--- config.mk ---
export PLATFORM = sky130hd
export DESIGN_NAME = frame_sequencer_flat
export DESIGN_NICKNAME = d
export VERILOG_FILES = /design/src/rtl/frame_sequencer_pkg.sv /design/src/rtl/frame_sequencer_if.sv /design/src/rtl/frame_sequencer_irq.sv /design/src/rtl/frame_sequencer.sv /design/src/flat_wrapper.sv
export SDC_FILE = /design/constraint.sdc
export NUM_CORES = 1
export LEC_CHECK = 0
export ABC_AREA = 0
export CAP_MARGIN = 40
export CELL_PAD_IN_SITES_DETAIL_PLACEMENT = 1
export CELL_PAD_IN_SITES_GLOBAL_PLACEMENT = 1
export CORE_ASPECT_RATIO = 0.5
export CORE_MARGIN = 5
export CORE_UTILIZATION = 35
export DETAILED_ROUTE_END_ITERATION = 8
export PLACE_DENSITY_LB_ADDON = 0.1
export SLEW_MARGIN = 20
export SYNTH_ARGS = -nofsm -noshare
export SYNTH_HDL_FRONTEND = slang
export SYNTH_HIERARCHICAL = 1
export SYNTH_SLANG_ARGS = --single-unit
--- constraint.sdc ---
create_clock -name clk -period 2.9 [get_ports clk]
set_clock_uncertainty 0.1 [all_clocks]
set_input_delay 0.58 -clock clk [delete_from_list [all_inputs] [get_ports clk]]
set_output_delay 0.58 -clock clk [all_outputs]
set_load 0.03 [all_outputs]
--- src/rtl/frame_sequencer_pkg.sv ---
// Shared types and constants for the frame sequencer.
// The STAGES bounds are the only pipeline depths the sequencer supports.
package frame_seq_pkg;

    localparam int STAGES_MIN = 2;
    localparam int STAGES_MAX = 8;

    typedef enum logic [2:0] {
        S_IDLE,
        S_ADVANCE,
        S_LAUNCH,
        S_WAIT,
        S_DONE
    } state_t;

endpackage

--- src/rtl/frame_sequencer_if.sv ---
// Stage control bus between the sequencer and the pipeline stages.
// The sequencer drives starts and advance; the stages return done levels.
interface frame_sequencer_if #(
    parameter int STAGES = 3
);
    logic [STAGES-1:0] stage_start;
    logic [STAGES-1:0] stage_eoc;
    logic              advance;

    modport master (
        output stage_start,
        output advance,
        input  stage_eoc
    );

    modport slave (
        input  stage_start,
        input  advance,
        output stage_eoc
    );
endinterface

--- src/rtl/frame_sequencer_irq.sv ---
// Frame-complete interrupt latch; only built with FRAME_SEQ_IRQ_EN.
module frame_seq_irq
    import frame_seq_pkg::*;
(
    input  logic clk,
    input  logic reset_n,
    input  logic set,
    input  logic ack,
    output logic irq
);

    // A new completion must not be lost to an ack landing in the same cycle.
    always_ff @(posedge clk or negedge reset_n) begin
        if (!reset_n) begin
            irq <= 1'b0;
        end else if (set) begin
            irq <= 1'b1;
        end else if (ack) begin
            irq <= 1'b0;
        end
    end

endmodule

--- src/rtl/frame_sequencer.sv ---
// Frame sequencer: steps triangles through a STAGES-deep pipeline.
// Define FRAME_SEQ_IRQ_EN to build the frame-done interrupt latch.
module frame_sequencer
    import frame_seq_pkg::*;
#(
    parameter int MADDR_WIDTH   = 32,
    parameter int STAGES        = 3,
    parameter int VERTEX_STRIDE = 6,
    parameter int COLOR_STRIDE  = 2
) (
    input  logic                   clk,
    input  logic                   reset_n,
    input  logic                   frame_start,
    input  logic                   frame_abort,
    input  logic [31:0]            triangles_count,
    input  logic [MADDR_WIDTH-1:0] base_addr_vertex,
    input  logic [MADDR_WIDTH-1:0] base_addr_color,
    frame_sequencer_if.master      stg,
    output logic [MADDR_WIDTH-1:0] curr_addr_vertex,
    output logic [MADDR_WIDTH-1:0] curr_addr_color,
    output logic [31:0]            curr_triangle,
    output logic                   busy,
    output logic                   frame_done,
    output logic                   overrun,
    output logic                   irq,
    input  logic                   irq_ack
);

    localparam logic [MADDR_WIDTH-1:0] V_STRIDE = MADDR_WIDTH'(VERTEX_STRIDE);
    localparam logic [MADDR_WIDTH-1:0] C_STRIDE = MADDR_WIDTH'(COLOR_STRIDE);

    state_t                 state_q;
    state_t                 state_d;
    logic [STAGES-1:0]      valid_q;
    logic [STAGES-1:0]      valid_d;
    logic [31:0]            count_q;
    logic [MADDR_WIDTH-1:0] base_v_q;
    logic [MADDR_WIDTH-1:0] base_c_q;
    logic                   issue;
    logic                   eoc_ok;
    logic                   abort_hit;
    logic                   accept;

    assign issue     = curr_triangle < count_q;
    assign valid_d   = {valid_q[STAGES-2:0], issue};
    assign eoc_ok    = &(stg.stage_eoc | ~valid_q);
    assign abort_hit = frame_abort && (state_q != S_IDLE);
    assign accept    = frame_start && (state_q == S_IDLE);

    assign busy            = state_q != S_IDLE;
    assign frame_done      = state_q == S_DONE;
    assign stg.advance     = state_q == S_ADVANCE;
    assign stg.stage_start = (state_q == S_LAUNCH) ? valid_q : '0;

    always_comb begin
        state_d = state_q;
        unique case (state_q)
            S_IDLE:    if (frame_start) state_d = S_ADVANCE;
            S_ADVANCE: state_d = (valid_d == '0) ? S_DONE : S_LAUNCH;
            S_LAUNCH:  state_d = S_WAIT;
            S_WAIT:    if (eoc_ok) state_d = S_ADVANCE;
            S_DONE:    state_d = S_IDLE;
            default:   state_d = S_IDLE;
        endcase
        if (abort_hit) state_d = S_IDLE;
    end

    always_ff @(posedge clk or negedge reset_n) begin
        if (!reset_n) begin
            state_q <= S_IDLE;
        end else begin
            state_q <= state_d;
        end
    end

    always_ff @(posedge clk or negedge reset_n) begin
        if (!reset_n) begin
            valid_q          <= '0;
            count_q          <= '0;
            base_v_q         <= '0;
            base_c_q         <= '0;
            curr_triangle    <= '0;
            curr_addr_vertex <= '0;
            curr_addr_color  <= '0;
        end else if (abort_hit) begin
            valid_q <= '0;
        end else if (accept) begin
            valid_q       <= '0;
            count_q       <= triangles_count;
            base_v_q      <= base_addr_vertex;
            base_c_q      <= base_addr_color;
            curr_triangle <= '0;
        end else if (state_q == S_ADVANCE) begin
            valid_q <= valid_d;
            if (issue) begin
                curr_triangle <= curr_triangle + 32'd1;
                // First triangle loads the base; later ones step by stride.
                if (curr_triangle == '0) begin
                    curr_addr_vertex <= base_v_q;
                    curr_addr_color  <= base_c_q;
                end else begin
                    curr_addr_vertex <= curr_addr_vertex + V_STRIDE;
                    curr_addr_color  <= curr_addr_color + C_STRIDE;
                end
            end
        end
    end

    always_ff @(posedge clk or negedge reset_n) begin
        if (!reset_n) begin
            overrun <= 1'b0;
        end else if (accept) begin
            overrun <= 1'b0;
        end else if (frame_start) begin
            overrun <= 1'b1;
        end
    end

`ifdef FRAME_SEQ_IRQ_EN
    frame_seq_irq u_irq (
        .clk     (clk),
        .reset_n (reset_n),
        .set     (frame_done),
        .ack     (irq_ack),
        .irq     (irq)
    );
`else
    logic unused_irq_ack;
    assign unused_irq_ack = irq_ack;
    assign irq            = 1'b0;
`endif

endmodule
--- src/flat_wrapper.sv ---
// flat-port wrapper written by rule: the top's interface ports become plain ports
module frame_sequencer_flat import frame_seq_pkg::*;
#(
    parameter int MADDR_WIDTH   = 32,
    parameter int STAGES        = 3,
    parameter int VERTEX_STRIDE = 6,
    parameter int COLOR_STRIDE  = 2
)
  (clk, reset_n, frame_start, frame_abort, triangles_count, base_addr_vertex, base_addr_color, curr_addr_vertex, curr_addr_color, curr_triangle, busy, frame_done, overrun, irq, irq_ack, stg_stage_start, stg_advance, stg_stage_eoc);
  frame_sequencer_if #(.STAGES(STAGES)) stg_i ();
  input  logic clk;
  input  logic reset_n;
  input  logic frame_start;
  input  logic frame_abort;
  input  logic [31:0] triangles_count;
  input  logic [MADDR_WIDTH-1:0] base_addr_vertex;
  input  logic [MADDR_WIDTH-1:0] base_addr_color;
  output logic [MADDR_WIDTH-1:0] curr_addr_vertex;
  output logic [MADDR_WIDTH-1:0] curr_addr_color;
  output logic [31:0] curr_triangle;
  output logic busy;
  output logic frame_done;
  output logic overrun;
  output logic irq;
  input  logic irq_ack;
  output wire logic [$bits(stg_i.stage_start)-1:0] stg_stage_start;
  output wire logic [$bits(stg_i.advance)-1:0] stg_advance;
  input wire logic [$bits(stg_i.stage_eoc)-1:0] stg_stage_eoc;
  assign stg_stage_start = stg_i.stage_start;
  assign stg_advance = stg_i.advance;
  assign stg_i.stage_eoc = stg_stage_eoc;
  frame_sequencer #(.MADDR_WIDTH(MADDR_WIDTH), .STAGES(STAGES), .VERTEX_STRIDE(VERTEX_STRIDE), .COLOR_STRIDE(COLOR_STRIDE)) u_core (.clk(clk), .reset_n(reset_n), .frame_start(frame_start), .frame_abort(frame_abort), .triangles_count(triangles_count), .base_addr_vertex(base_addr_vertex), .base_addr_color(base_addr_color), .stg(stg_i), .curr_addr_vertex(curr_addr_vertex), .curr_addr_color(curr_addr_color), .curr_triangle(curr_triangle), .busy(busy), .frame_done(frame_done), .overrun(overrun), .irq(irq), .irq_ack(irq_ack));
endmodule
==> impl_metrics.py <==
metrics = {
    "pwr": {
        "swShare_pct": 43.1,
        "seqPwrFrac_pct": 34.9,
        "combPwrFrac_pct": 47.0,
        "switchingPower_mw": 5.75,
        "p_leak_nw": 6.25,
        "power_density_mw_per_mm2": 951,
        "p_clk_share_pct": 18.1,
        "vdd_drop_max_mv": 0.648,
        "internal_power_mw": 7.59,
        "finalPower_mw": 13.3,
    },
    "die": {
        "die_w_um": 252,
        "fp-row-count": 44,
        "die_area_sq_mm": 0.0331,
        "io_pins": 208,
        "die-height_um": 131,
        "start_util_pct": 35.5,
        "core_sq_mm": 0.0290,
    },
    "placed_design": {
        "dp_hpwl_mm": 24.3,
        "gp_congestion": 0.820,
        "port_buffers": 205,
    },
    "run_status": {
        "status": "finished clean",
    },
    "hold_path": {
        "min-delay-start": "u_core/base_v_q[6]",
        "holdPathEnd": "u_core/base_v_q[6]",
        "min_path_type": "reg2reg",
        "holdPathStages": 2,
    },
    "global_routing": {
        "grt_pass1_vias": 10627,
        "grt_pass1_wl_mm": 55.6,
        "grt_max_degree": 90,
        "grt-ovfl-total": 0,
        "grtUsageMet3_pct": 3.24,
        "use_met1_pct": 26.2,
        "grtUsageTotal_pct": 20.3,
        "antenna_found_initial": 1,
        "gr-usage-met2_pct": 35.9,
        "busiest_layer": "met2",
    },
    "timing": {
        "finalCritPeriodShare_pct": 99.7,
        "layout_min_cycle_time_ns": 2.89,
        "rsz0062_at_grt": "yes",
        "fmax_ghz": 0.346,
        "slew_headroom_pct": 63.7,
        "maxSlewViolCount": 0,
        "finalHoldViolations": 0,
        "finalSetupViolCount": 0,
        "tightestPinTransition_ns": 0.543,
    },
    "yosys": {
        "async_reset_ff_share_pct": 100,
        "yosysSeqAreaShare_pct": 48.4,
        "synth_edf_count": 0,
        "synthCells": 1224,
        "yosysWarnings": 6,
        "synth_top_area_cell": "dfrtp_1",
        "netlist_area_sq_mm": 0.0103,
        "synth-seq-cells": 199,
        "ys.flop_type": "dfrtp_1",
        "yosysUniqueCellTypes": 55,
        "synth_fp_nets": 1363,
        "synth_area_per_cell_sq_um": 8.40,
        "synthTopCellsByArea": "dfrtp_1, nand2_1, a21oi_1, o21ai_0, ha_1",
        "synth_top_area_share_pct": 48.4,
    },
    "clock_tree": {
        "clk_pin_slew_worst_paths_ns": 0.07,
        "root_buffer": "clkbuf_16",
        "cts_tree": "built",
        "clkLatencyLatePin_ns": 0.44,
        "htree_levels": 4,
        "clkSinkCount": 199,
        "cts_max_path_buffers": 2,
        "cts_buffers": 17,
    },
    "route": {
        "drc": 0,
        "via_count": 9811,
        "wl_mm": 34.6,
        "via_per_inst": 5.25,
        "dr.first_iter.drc_count": 459,
        "ant_nets": 0,
        "routedWlPerCell_um": 18.5,
        "firstDrtPassIters": 4,
    },
    "setup_path": {
        "path_max_fanout": 11,
        "critPathKind": "reg2reg",
        "regToRegSetupSlack_ns": 0.01,
        "r2r_cells": 8,
        "worstReg2RegEnd": "u_core/curr_triangle[9]",
        "startpoint_type": "flip-flop",
        "arrival_ns": 3.17,
        "r2r-start": "u_core/curr_triangle[1]",
        "critical_path.endpoint_type": "flip-flop",
        "cp_data_required_time_ns": 3.18,
    },
    "finish": {
        "fill_cells": 3383,
        "fin_util_pct": 48.5,
        "drive_above_1_share_pct": 9.15,
        "syn2layout_area_growth_pct": 36.6,
        "fin_nets": 1603,
    },
    "run": {
        "drv_cap": 0,
    },
}
sequential cells by signal (all words and copies together), names as in the netlist:
register	cells
u_core/base_v_q	32
u_core/state_q	3
u_core/curr_addr_vertex	32
u_core/overrun	1
u_core/curr_triangle	32
u_core/base_c_q	32
u_core/count_q	32
u_core/valid_q	3
u_core/curr_addr_color	32
timing repair:
item,CTS,global route
cloned,0,1
pin swaps,4,4
setup buffers,4,0
hold buffers,1,0
hold endpoints to repair,2,0
endpoints found under the setup margin,85,40
resized for setup,6,17
layout make-up:
cell class | instances | area (sq um) | area share, %
Clock inverter | 11 | 125 | 0.891
Inverter | 55 | 206 | 1.47
Multi-Input combinational cell | 905 | 4950 | 35.2
Timing Repair Buffer | 286 | 2840 | 20.2
Tap cell | 391 | 489 | 3.48
Antenna cell | 1 | 2.50 | 0.0178
Sequential cell | 199 | 4980 | 35.5
Clock buffer | 20 | 457 | 3.25
worst max-delay path by stage:
| stage | startpoint | endpoint | slack, ns | cells past startpoint |
|---|---|---|---|---|
| after detailed placement | u_core/curr_triangle[17] | u_core/curr_addr_color[8] | -0.26 | 9 |
| after global placement | u_core/curr_triangle[1] | u_core/curr_addr_vertex[0] | -0.15 | 8 |
| after floorplan | u_core/curr_triangle[1] | u_core/curr_triangle[5] | 0.009 | 9 |
| after global routing | u_core/state_q[1] | stg_stage_start[0] | -0.07 | 4 |
| final | u_core/curr_triangle[1] | u_core/curr_triangle[9] | 0.01 | 8 |
| after CTS | u_core/curr_triangle[1] | u_core/curr_triangle[9] | 0.02 | 8 |
per-stage QoR:
step / TNS, ns / std cells / setup WS [ns] / area [sq um] / hold slack, ns
finish: 0 / 1868 / 0.00966 / 14000 / 0.377
global route: -0.342 / 1868 / -0.0719 / 14000 / 0.403
CTS: 0 / 1866 / 0.0191 / 13900 / 0.383
detailed placement: -9.72 / 1830 / -0.261 / 13300 / 0.361
global placement: -2.52 / 1830 / -0.149 / 13300 / 0.355
floorplan: 0 / 1224 / 0.00947 / 10300 / 0.184
synth_stat cells, types with 3 or more instances:
library cell    n
dfrtp_1       199
nor3_1         18
o211ai_1        5
o31ai_1         3
a211o_1         4
nor4_1         17
a2bb2oi_1      13
mux2_2          4
and3_1         16
a21o_1         10
and4_1          6
mux2i_1        14
o22ai_1        31
clkbuf_1       52
buf_1           7
nand2_1       328
nand4_1        16
nor3b_1         4
and2_1          7
a31oi_1         5
nor2_1         51
o2bb2ai_1       4
nor2b_1         3
nand2b_1        6
inv_1          55
nand3_1        54
o21ai_0        92
or3_1          16
a21oi_1       112
buf_2           5
a221o_1         3
ha_1           35
layer usage:
layer	part of all wire, %	up-vias
li1	-	4733
met5	0	-
met2	50	132
met3	2.7	28
met1	46	4918
met4	1.2	0
power by group through the flow:
stage                     combinational (mW)  sequential [mW]  clock, mW
after floorplan                         2.95             5.36          0
after CTS                               6.29             4.67       2.50
final                                   6.28             4.66       2.41
after global placement                  5.99             4.67          0
after detailed placement                6.23             4.71          0
after global routing                    6.86             4.81       2.61
worst max-delay path: stages, from the launching register on:
cell and delay [ns]:
dfrtp_1 0.39, ha_1 0.31, a2111o_1 0.39, a311oi_2 0.29
o22ai_4 0.14, or3_4 0.44, buf_12 0.16, or4_1 0.50
nand3_1 0.08
cell usage in the layout (no fill, tap or decap), types with 13 or more instances in the layout:
| master | n |
|---|---|
| clkbuf_16 | 18 |
| a21oi_1 | 112 |
| nand3_1 | 53 |
| nor3_1 | 17 |
| mux2i_1 | 14 |
| ha_1 | 32 |
| nor4_1 | 16 |
| nand2_1 | 327 |
| and3_1 | 16 |
| clkdlybuf4s50_1 | 204 |
| inv_1 | 55 |
| a2bb2oi_1 | 13 |
| buf_4 | 64 |
| dfrtp_1 | 199 |
| o22ai_1 | 31 |
| or3_1 | 15 |
| o21ai_0 | 89 |
| nor2_1 | 48 |
| nand4_1 | 16 |
logic make-up after synthesis:
family	share of synthesized area, %
compound gates	17.1
xor+xnor	0.170
fa+ha+maj	4.26
buf+inv	4.48
flops	48.4
mux	1.80
other cells	0.0365
simple gates	23.7
Power figures use the tool's default switching activity.
